**src/rtl/cla_chunk_sequencer.sv**
```systemverilog
// W-bit adder built from one external 6-bit cla_adder, reused one chunk per clock.
// LSB chunk first; the carry register threads the chunks together.
module cla_chunk_sequencer #(
    parameter int NCHUNK = 4
) (
    input  logic                  clk,
    input  logic                  rst,
    input  logic                  in_valid,
    output logic                  in_ready,
    input  logic [6*NCHUNK-1:0]   in_a,
    input  logic [6*NCHUNK-1:0]   in_b,
    input  logic                  in_cin,
    output logic                  out_valid,
    input  logic                  out_ready,
    output logic [6*NCHUNK-1:0]   out_sum,
    output logic                  out_cout,
    output logic [5:0]            add_a,
    output logic [5:0]            add_b,
    output logic                  add_cin,
    input  logic [5:0]            add_s,
    input  logic                  add_cout
);

    localparam int W  = 6 * NCHUNK;
    localparam int IW = (NCHUNK > 1) ? $clog2(NCHUNK) : 1;
    localparam logic [IW-1:0] LAST = IW'(NCHUNK - 1);

    typedef enum logic [1:0] {
        IDLE,
        RUN,
        DONE
    } state_t;

    state_t          state_q;
    logic [W-1:0]    a_q;
    logic [W-1:0]    b_q;
    logic [W-1:0]    sum_q;
    logic            carry_q;
    logic [IW-1:0]   idx_q;

    assign in_ready  = (state_q == IDLE);
    assign out_valid = (state_q == DONE);
    assign out_sum   = sum_q;
    assign out_cout  = carry_q;

    // The adder is combinational, so its inputs must come straight from state.
    always_comb begin
        add_a   = '0;
        add_b   = '0;
        add_cin = 1'b0;
        if (state_q == RUN) begin
            add_a   = a_q[6*idx_q +: 6];
            add_b   = b_q[6*idx_q +: 6];
            add_cin = carry_q;
        end
    end

    always_ff @(posedge clk or posedge rst) begin
        if (rst) begin
            state_q <= IDLE;
            a_q     <= '0;
            b_q     <= '0;
            sum_q   <= '0;
            carry_q <= 1'b0;
            idx_q   <= '0;
        end else begin
            unique case (state_q)
                IDLE: begin
                    if (in_valid) begin
                        a_q     <= in_a;
                        b_q     <= in_b;
                        carry_q <= in_cin;
                        idx_q   <= '0;
                        sum_q   <= '0;
                        state_q <= RUN;
                    end
                end
                RUN: begin
                    sum_q[6*idx_q +: 6] <= add_s;
                    carry_q             <= add_cout;
                    // idx saturates on the last chunk instead of wrapping
                    if (idx_q == LAST) begin
                        state_q <= DONE;
                    end else begin
                        idx_q <= idx_q + 1'b1;
                    end
                end
                DONE: begin
                    if (out_ready) begin
                        state_q <= IDLE;
                    end
                end
                default: state_q <= IDLE;
            endcase
        end
    end

endmodule

```
**config.mk**
```make
export PLATFORM = sky130hd
export DESIGN_NAME = cla_chunk_sequencer
export DESIGN_NICKNAME = d
export VERILOG_FILES = /design/src/rtl/cla_chunk_sequencer.sv
export SDC_FILE = /design/constraint.sdc
export NUM_CORES = 1
export LEC_CHECK = 0
export ABC_AREA = 0
export BUFFER_PORTS_ARGS = -buffer_cell sky130_fd_sc_hd__buf_4
export CAP_MARGIN = 20
export CELL_PAD_IN_SITES_DETAIL_PLACEMENT = 0
export CELL_PAD_IN_SITES_GLOBAL_PLACEMENT = 1
export CORE_MARGIN = 3
export CORE_UTILIZATION = 45
export DETAILED_ROUTE_END_ITERATION = 16
export GPL_ROUTABILITY_DRIVEN = 0
export PLACE_DENSITY = 0.89
export SKIP_LAST_GASP = 1
export SLEW_MARGIN = 20
export SYNTH_ARGS = -nofsm -noshare
export SYNTH_HDL_FRONTEND = slang
export SYNTH_SLANG_ARGS = --single-unit
```
**constraint.sdc**
```tcl
create_clock -name clk -period 3.5 [get_ports clk]
set_clock_uncertainty 0.1 [all_clocks]
set_input_delay 0 -clock clk [delete_from_list [all_inputs] [get_ports clk]]
set_output_delay 0 -clock clk [all_outputs]
set_load 0.1 [all_outputs]
```
---- Word-level counts from Yosys, hierarchy flattened ----
Cells that the tools add are included.
word-level totals
  output and inout bits ................... 40
  logic and storage cells ................. 41
  register bits ........................... 77
  input port bits ......................... 60
operators by class
  eq/ne operators ......................... 7
  shift-type cells ........................ 4
  $mul .................................... 1
  muxes and demuxes ....................... 15
  add/subtract/negate cells ............... 2
  reduce and logical (&&, ||, !) cells .... 6
operator list
  operator                   number
  $pmux W24 S2               1
  $shiftx A24 B6 Y6          2
  $neg A5 Y34                1
  $shift A6 B34 Y24 const A  1
  $shiftx A6 B34 Y24         1
  $bwmux W24                 1
  $mux W24                   1
  $mux W6                    2
  $mux W2                    5
  $pmux W2 S3                1
  $reduce_and A3 Y1          2
  $eq A2 B2 Y1 const B       2
  $mul A2 B2 Y4 const A      1
  $ne A2 B1 Y1 const B       2
  $ne A2 B2 Y1 const B       2
  $pmux W2 S2                1
  $reduce_and A2 Y1          2
  $add A2 B1 Y2 const B      1
  $eq A2 B1 Y1 const B       1
  $logic_not A2 Y1           1
  $mux W1                    2
  $pmux W1 S2                1
  $reduce_bool A2 Y1         1

---- Logic depth before layout (Yosys ltp) ----
Gate-level depths: netlist (run 1).
  word-level depth ........................ 5
  mapped depth ............................ 8

---- Least setup slack after synthesis (run 1) ----
No wires, ideal clock.
  path kind ............................... register to register
  from .................................... register idx_q[1]
  to ...................................... register sum_q[18] (netlist: out_sum[18])
  clock period less this slack ............ 2.135 ns
  buffers on the path ..................... 3
  stages on the path, launching flop included .. 9
  data arrival time ....................... 1.909 ns
  required time ........................... 3.274 ns
  path slack .............................. 1.365 ns
  cells stage by stage .................... dfrtp_1 > buf_2 > buf_2 > inv_1 > ha_1 > buf_6 > inv_1 > a31o_2 > a221o_1
between the ends
  cells in the longest elaborated chain, start to end .. 5
  elaborated cells between the ends (all ways) .. 6
ends and longest elaborated chain
  what                                                            RTL line  source
  from (decl)                                                     39        logic [IW-1:0] idx_q;
  from (signal assigned)                                          85        idx_q <= idx_q + 1'b1;
  $mul A2 B2 Y4 (*)                                               79        sum_q[6*idx_q +: 6] <= add_s;
  $neg A5 Y34 (*)                                                 79
  $shiftx A6 B34 Y24 / $shift A6 B34 Y24 (equally long branches)  79
  $bwmux W24 (*)                                                  79
  $pmux W24 S2 (*)                                                67        unique case (state_q)
  to (signal, indexed assignment)                                 79
  to (decl)                                                       37        logic [W-1:0] sum_q;
Every way passes the cells marked *; elsewhere a longest branch is shown, timed or not.
A chain may end at the register's enable or synchronous reset.

---- Worst setup path in the final report (run 1) ----
  from .................................... register state_q[1]
  to ...................................... register carry_q (netlist: out_cout)
between the ends
  cells in the longest elaborated chain, start to end .. 3
  elaborated cells between the ends (all ways) .. 6
ends and longest elaborated chain
  what                                                                 RTL line  source
  from (decl)                                                          34        state_t state_q;
  from (signal assigned)                                               60        state_q <= IDLE;
  from (signal assigned)                                               75        state_q <= RUN;
  from (signal assigned)                                               83        state_q <= DONE;
  $eq A2 B1 Y1 / $logic_not A2 Y1 (equally long branches)              67
  $reduce_bool A2 Y1 (no line) / $ne A2 B2 Y1 (equally long branches)  -
  $reduce_and A2 Y1 (no line)                                          -
  to (signal assigned)                                                 72        carry_q <= in_cin;
  to (signal assigned)                                                 80        carry_q <= add_cout;
  to (decl)                                                            38        logic carry_q;
Parallel ways exist; a longest one is shown, timed or not.

==> results.md, run 1 <==
Logic synthesis:
- The number of distinct standard cells referenced by the synthesized netlist is 48.
- The number of enable flip-flop cells after synthesis is 0.
- The number of register bits inferred by synthesis is 77.
- The top flip-flop cell by instance count after synthesis is dfrtp_1.
- In this run the mean area of a mapped cell was 13.33 um2.
- Sequential elements use 50.72% of the synthesized area.
- The number of cells produced by synthesis is 285.
- Ranked by total cell area, the synthesized netlist is headed by dfrtp_1 51%, mux2_2 14%, mux4_2 5.9%.
- The share of synthesized area in the top cell type comes to 50.72%.
- During synthesis, Yosys emitted a total of 0 warnings.
- The mapped netlist covers 3799 um2.
- The largest area contributor in the synthesized netlist is dfrtp_1.
- Counting every net in the synthesized netlist gives 350.
- The share of synthesized registers carrying an async set or reset is 100.0%.

Timing:
- The total negative setup slack is 0 ns.
- The relative max-transition margin is 44.01%.
- For the finished layout, the period the worst path requires is 2.348 ns.
- Based on the critical path, the design can be clocked at up to 0.4260 GHz.
- The number of setup violations in the final report is 0.
- The slew at the pin closest to its max-slew limit is 0.8386 ns.
- Setup repair after global routing left no endpoint under its margin.
- The hold violation count in the final report was 0.
- The post-route fraction of the period consumed by the critical path is 67.07%.
- The max-slew violation count is 0.

GRT:
- Global routing used 20.21% of the available tracks across all layers.
- The via count of the first global-routing pass is 3137.
- The initial antenna violation count is 0.
- The total overflow reported by the global router is 0.
- The largest net degree at the start of global routing is 51.
- The first global-routing pass estimated 15.52 mm of wire.

Place:
- The quantity of I/O buffers inserted on ports is 99.
- Once detailed placement completed, the half-perimeter wirelength came to 6.181 mm.

Cells and area:
- The number of filler cells placed in the layout is 588.
- The number of antenna diodes in the final layout is 0.
- The number of nets in the final layout is 504.
- The fraction of layout instances using a drive strength above 1 is 41.22%.
- The signed area change from the synthesized netlist to the final layout is 41.34%.

Setup path:
- At the worst endpoint, the required time is 3.66 ns.
- The delay contributed by the slowest stage of the critical path is 0.59 ns.
- The worst setup path is captured at a register.
- The signal on the critical path passes through nor3b_4 -> buf_4 -> a22oi_1 -> dlygate4sd3_1 -> o21ai_0.
- The worst setup path category is reg2reg.
- Data on the critical path arrives at its endpoint at 2.51 ns.
- The largest driver fanout on the critical path is 50.
- The type of origin of the critical path is a register.
- The slowest stage of the critical path belongs to the cell dlygate4sd3_1.
- The sum of buffers and inverters on the critical path is 2.
- On the critical path the largest part of the delay comes from buffers and inverters.

Floorplanning:
- The total core area is 7968 um2.
- Once the floorplan was initialized, standard cells occupied 47.68% of the core.
- From bottom edge to top edge, the die measures 97.88 um.
- 100 I/O pins were placed.
- From left edge to right edge, the die measures 97.88 um.
- The cell row count is 32.
- The die area is 9580 um2.

Clocking:
- The number of levels in the clock H-tree is 3.
- The number of cells upsized or downsized after cts is 0.
- In this run, post-CTS hold repair placed 57 buffers.
- Post-CTS timing repair inserted 0 buffers for setup.
- Clock tree synthesis inserted a total of 9 buffers.
- The clock input transition at the sequential cells of the worst setup and hold paths is 0.07 ns.
- The worst-skew pair later-pin latency is 0.34 ns.
- The number of buffers on the longest clock path is 2.
- The TritonCTS clock tree is done.
- The CTS root buffer is clkbuf_8.
- Clock tree synthesis found a total of 77 sinks.

Detailed routing:
- The DRC violations left is 0.
- Dividing the detail-routed via count by the number of cells gives 5.317.
- The count of routing violations after the opening detailed-route iteration is 163.
- Dividing the detail-routed wire length by the instance count gives 16.79 um.
- The pre-antenna-repair detailed-routing pass consisted of 4 iterations.
- The count of nets left with antenna violations once routing finished came out at 0.
- The via count of the routed design is 2903.
- For this block, the routed nets add up to 9.170 mm of wire.

Flow run:
- The count of max-cap constraint violations is 0.

Outcome:
- The flow ran to the end, and the final reports show no timing, DRC or antenna violations.

Hold path:
- The tightest min-delay check is of the in2reg type.
==> flip-flops by register name, indices dropped and copies added (netlist names) <==
register	flops
a_q	24
idx_q	2
out_sum	24
state_q	2
b_q	24
out_cout	1
==> metrics by stage <==
stage                     util, %  area [um2]  setup WS (ns)  hold slack [ns]  cells
after floorplan                 -        3799          1.365         0.007312    285
after global placement      57.38        4572          1.361           0.1022    473
after detailed placement    57.38        4572          1.262           0.1044    473
after CTS                   67.38        5369          1.165          0.03168    546
after global routing        67.38        5369          1.014          0.08055    546
final                       67.38        5369          1.152          0.04673    546
==> path summary, 6_finish.rpt <==
check / slack (ns) / depth (start not counted) / startpoint / to
max reg2reg: 1.15 / 5 / state_q[1]$_DFFE_PP0P_ / out_cout$_DFFE_PP0P_
max in group asynchronous: 2.19 / 4 / rst / out_sum[15]$_DFFE_PP0P_
min in group asynchronous: 0.29 / 3 / rst / a_q[3]$_DFFE_PP0P_
min: 0.05 / 4 / add_s[1] / out_sum[19]$_DFFE_PP0P_
min reg2reg: 0.40 / 1 / b_q[5]$_DFFE_PP0P_ / b_q[5]$_DFFE_PP0P_
max: 1.15 / 5 / state_q[1]$_DFFE_PP0P_ / out_cout$_DFFE_PP0P_
==> synth_stat cells (all sizes together), types with 2 or more instances <==
cell type	number
mux2i	3
and3	3
and2	13
inv	9
nor3b	2
dfrtp	77
or3	2
and4b	2
nor2	3
o2bb2ai	5
nor2b	3
a21oi	5
nor4	4
mux4	12
a21o	4
nand2b	4
nand2	10
a22o	16
nand4b	2
a211oi	2
nand3	3
mux2	48
o21ai	7
nor4bb	2
clkbuf	3
buf	16
nor3	3
nand3b	5
ha	5
a221o	3
==> per-layer routing <==
layer  part of all wire (%)  up-vias  track usage (%)
li1                       -     1364                -
met4                    1.2        0            5.751
met5                      0        -                0
met2                     49       91            33.82
met1                     44     1438            26.93
met3                    5.3       10            3.929
==> layout make-up <==
type / instances / area [um2] / share of cell area [%]
timing repair buffer: 162 / 1359 / 25.31
tap: 102 / 127.6 / 2.377
sequential: 77 / 1927 / 35.89
clock buffer: 13 / 158.9 / 2.960
clock inverter: 3 / 67.56 / 1.258
inverter: 9 / 33.78 / 0.6292
multi-input combinational: 180 / 1695 / 31.58
==> cell usage in the layout, fill, tap and decap left out, types with 3 or more instances in the layout <==
cell type and count:
o21ai_0 7, and3_1 3, mux4_2 10, dlygate4sd3_1 57
a21oi_1 5, a221o_1 3, buf_4 105, a21o_1 4
clkbuf_8 11, nand3_1 3, inv_1 8, mux2_2 48
mux2i_1 3, a22o_1 16, ha_1 5, nor2_1 3
nand3b_1 4, nor2b_1 3, nand2b_1 4, dfrtp_1 77
o2bb2ai_1 5, and2_1 13, nand2_1 10, nor4_1 4
==> worst reg2reg max path: stages, from the launching register on <==
cell	delay [ns]
dfrtp_1	0.57
nor3b_4	0.24
buf_4	0.51
a22oi_1	0.19
dlygate4sd3_1	0.59
o21ai_0	0.07
==> logic make-up (layout without fill, tap and decap cells) <==
kind of cell / count (synthesis) / after routing / synth area share, %
flops: 77 / 77 / 50.72
simple gates: 64 / 64 / 10.74
mux: 63 / 63 / 22.33
compound gates: 47 / 47 / 9.519
buf+inv: 28 / 187 / 4.809
fa+ha+maj: 5 / 5 / 1.647
xor+xnor: 1 / 1 / 0.2306
Power of run 1 is left out: the tool's default activity adds up to more than one toggle a clock period on the data nets, which glitch-free logic cannot reach.
==> run 2, diff against run 1 <==
--- a/config.mk
+++ b/config.mk
@@ -5,16 +5,16 @@
 export SDC_FILE = /design/constraint.sdc
 export NUM_CORES = 1
 export LEC_CHECK = 0
-export ABC_AREA = 0
+export ABC_AREA = 1
 export BUFFER_PORTS_ARGS = -buffer_cell sky130_fd_sc_hd__buf_4
 export CAP_MARGIN = 20
 export CELL_PAD_IN_SITES_DETAIL_PLACEMENT = 0
 export CELL_PAD_IN_SITES_GLOBAL_PLACEMENT = 1
 export CORE_MARGIN = 3
-export CORE_UTILIZATION = 45
+export CORE_UTILIZATION = 34
 export DETAILED_ROUTE_END_ITERATION = 16
 export GPL_ROUTABILITY_DRIVEN = 0
-export PLACE_DENSITY = 0.89
+export PLACE_DENSITY = 0.8
 export SKIP_LAST_GASP = 1
 export SLEW_MARGIN = 20
 export SYNTH_ARGS = -nofsm -noshare
==> constraint.sdc (replaced) <==
create_clock -name clk -period 1.9 [get_ports clk]
set_clock_uncertainty 0.1 [all_clocks]
set_input_delay 0 -clock clk [delete_from_list [all_inputs] [get_ports clk]]
set_output_delay 0 -clock clk [all_outputs]
set_load 0.1 [all_outputs]
==> results.md, run 2 <==
Cells and area:
- The repair_antennas step left the layout with diodes totalling 0.
- The library cells used most frequently in the layout, excluding fill and tap cells, are 217 x nand2_1, 98 x buf_4, 76 x dfrtp_1.
- For this run, the share of the core covered by cells in the final layout is 53.96%.
- The fraction of layout instances using a drive strength above 1 is 23.78%.
- The signed area change from the synthesized netlist to the final layout is 53.06%.
- The number of nets in the final layout is 737.
- The final design instance area without fill is 5952 um2.
- The most common cell after layout, fill and taps aside is nand2_1.

Logic synthesis:
- The portion of synthesized cell area occupied by the leading cell type is 49.55%.
- The synthesized netlist net count is 581.
- In this run, synthesis inferred 0 flip-flops with an integrated enable.
- The commonest cells after synthesis are 217 x nand2_1, 77 x dfrtp_1, 44 x nor2_1.
- The number of register bits inferred by synthesis is 77.
- The cell area that synthesis handed to floorplanning was 3889 um2.
- The number of cells produced by synthesis is 516.
- The share of synthesized area occupied by flip-flops and latches is 49.55%.
- The total number of yosys warnings is 0.
- The most frequent cell after synthesis is nand2_1.
- Sorting the synthesized cells by area gives the leading types as dfrtp_1 50%, nand2_1 21%, nand3_1 5.4%.
- After synthesis, the share of flip-flops with an asynchronous set or reset is 100.0%.
- Yosys mapped the design onto 25 distinct sky130hd cell types.
- The top flip-flop cell by instance count after synthesis is dfrtp_1.
- The mean instance size in the synthesized netlist is 7.536 um2.
- The largest area contributor in the synthesized netlist is dfrtp_1.

Timing:
- In the finished design, the share of the clock period the worst path needs comes to 97.10%.
- The max-slew violation count is 0.
- The highest clock frequency the design can meet is 0.5420 GHz.
- The hold violation count in the final report came to 0.
- For the pin with the worst max-slew slack, the measured transition is 0.6680 ns.
- After routing, the total negative slack on setup checks comes to 0 ns.
- Setup violations remaining at the end of the flow were counted as 0.
- The relative max-transition margin is 55.37%.
- The post-route minimum period is 1.845 ns.
- Setup repair after global routing could not meet its margin everywhere.

GRT:
- The largest net degree at the start of global routing is 58.
- The initial antenna violation count was 0.
- The total overflow reported by the global router is 0.
- The via count of the first global-routing pass is 3977.
- The total track usage is 18.55%.
- The first-pass GRT wire length is 19.31 mm.

Setup path:
- The type of element capturing the critical path is a primary output.
- The most critical setup path has its startpoint at idx_q[0]$_DFFE_PP0P_.
- Among all stages on the critical path, the largest delay is contributed by dfrtp_2.
- The critical path is of the reg2out type.
- The worst setup path endpoint is add_a[4].
- The count of cells along the worst register-to-register path is 8.
- Walking the worst path, the cells encountered are clkbuf_16 -> a21oi_1 -> o21ai_0 -> a21oi_4 -> buf_4.
- In this design, the stage delay of the slowest critical-path cell is 0.44 ns.
- For the worst setup path, the data arrival time is 1.74 ns.
- At the worst endpoint, the required time is 1.80 ns.
- The terminus of the critical flop-to-flop path is out_sum[23]$_DFFE_PP0P_.
- The type of origin of the critical path is a register.
- The largest driver fanout on the critical path is 22.
- The startpoint of the worst register-to-register path is idx_q[0]$_DFFE_PP0P_.
- For flop-to-flop paths, the worst setup slack is 0.10 ns.

Clocking:
- In this run the number of H-tree levels came out at 3.
- The CTS root buffer is clkbuf_16.
- Once the clock tree was built, the setup fixing pass inserted 0 buffers.
- TritonCTS built the clock tree.
- The worst-skew pair later-pin latency is 0.34 ns.
- The number of buffers on the longest clock path is 2.
- Clock tree synthesis found a total of 77 sinks.
- The number of buffers inserted during clock tree synthesis is 9.
- Clock-pin slew was measured on the worst setup and hold paths at 0.06 ns.

Floorplanning:
- The total core area is 11030 um2.
- The die area is 12760 um2.
- The initial standard-cell utilization of the core is 35.25%.
- The floorplan step set the die height to 112.9 um.
- The die boundary width is 112.9 um.
- The cell row count is 38.
- 100 I/O pins were placed.

Place:
- The quantity of I/O buffers inserted on ports is 99.
- The estimated wirelength of the detail-placed design is 7.598 mm.
- After detailed placement, the total cell area comes to 4981 um2.

Detailed routing:
- After the first detailed-routing iteration, the DRC count stood at 212.
- Summed over all layers, the routed wires come to 11.35 mm.
- The via count of the routed design is 3908.
- The wire length per cell is 13.90 um.
- Dividing the detail-routed via count by the number of cells gives 4.783.
- The first-pass iteration count of the detailed router is 4.
- Once detail routing completed, the nets flagged for antenna violations numbered 0.
- In the routed design, unresolved DRC markers number 0.

Hold path:
- The tightest min-delay check is of the in2reg type.
- The worst hold path was traced through 5 stages.

Power:
- The largest vdd supply drop is 1.679 mV.
- In this run the power density over the cells is 1993 nW/um2.
- The analysis attributes to cell leakage a power of 0.003044 uW.

Flow run:
- The count of max-cap constraint violations is 0.

Outcome:
- The run finished with clean final reports.
[run 2: worst min-delay path by stage]
| stage | start | endpoint | slack (ns) |
|---|---|---|---|
| 3_5_place_dp | rst | a_q[21]$_DFFE_PP0P_ | 0.04 |
| 4_1_cts | add_s[3] | out_sum[3]$_DFFE_PP0P_ | 0.002 |
| 3_3_place_gp | rst | a_q[9]$_DFFE_PP0P_ | 0.04 |
| 5_1_grt | add_s[3] | out_sum[3]$_DFFE_PP0P_ | 0.02 |
| 2_1_floorplan | out_ready | state_q[1]$_DFFE_PP0P_ | -0.004 |
| 6_report | add_s[3] | out_sum[3]$_DFFE_PP0P_ | 0.004 |
[run 2: stage by stage]
step / worst slack, ns / hold WS, ns / cells / total power [uW]
2_1_floorplan: -0.1201 / -0.004086 / 516 / 8120
3_3_place_gp: 0.1263 / 0.04295 / 743 / 9612
3_5_place_dp: 0.07507 / 0.04323 / 743 / 9680
4_1_cts: 0.01234 / 0.001733 / 816 / 11800
5_1_grt: -0.02199 / 0.02457 / 817 / 12610
6_report: 0.05506 / 0.004145 / 817 / 11860
[run 2: cell type report]
type | count | area, um2
Tap cell | 140 | 175.2
Sequential cell | 77 | 1928
Clock inverter | 7 | 98.84
Multi-Input combinational cell | 385 | 1859
Fill cell | 1054 | 5079
Timing Repair Buffer | 171 | 1556
Inverter | 28 | 108.9
Clock buffer | 9 | 225.2
[run 2: worst max-delay path: cells and delay by family, from the launching register on]
kind	cells	cell delay, ns
flip-flops	1	0.44
AO/OA/AOI/OAI	3	0.47
buffers and inverters	2	0.50
[run 2: kinds of logic (layout without fill, tap and decap cells)]
family / count (synthesis) / in the layout / synth area share (%)
and+or+nand+nor: 322 / 322 / 34.33
adders and majority gates: 5 / 5 / 1.609
DFF: 77 / 77 / 49.55
buffers and inverters: 54 / 215 / 6.564
AOI/OAI and AO/OA: 58 / 58 / 7.947
[run 2: where the power goes]
part	switching, uW	total (uW)	internal [uW]
Clock	717	1870	1160
Sequential	361	2650	2290
Combinational	5270	7340	2070
[run 2: metal layers]
layer	global-route usage, %	share of wire [%]
met4	3.846	1.1
met5	0	0
met1	25.22	46
met3	3.583	4.5
met2	31.00	49
[run 2: repair_timing]
item	CTS	global route
endpoints found under the hold margin	88	0
endpoints found under the setup margin	10	24
gates resized for setup	11	6
hold buffers	57	0
gates cloned	0	1
No activity file was read; power rests on OpenSTA's default activity.
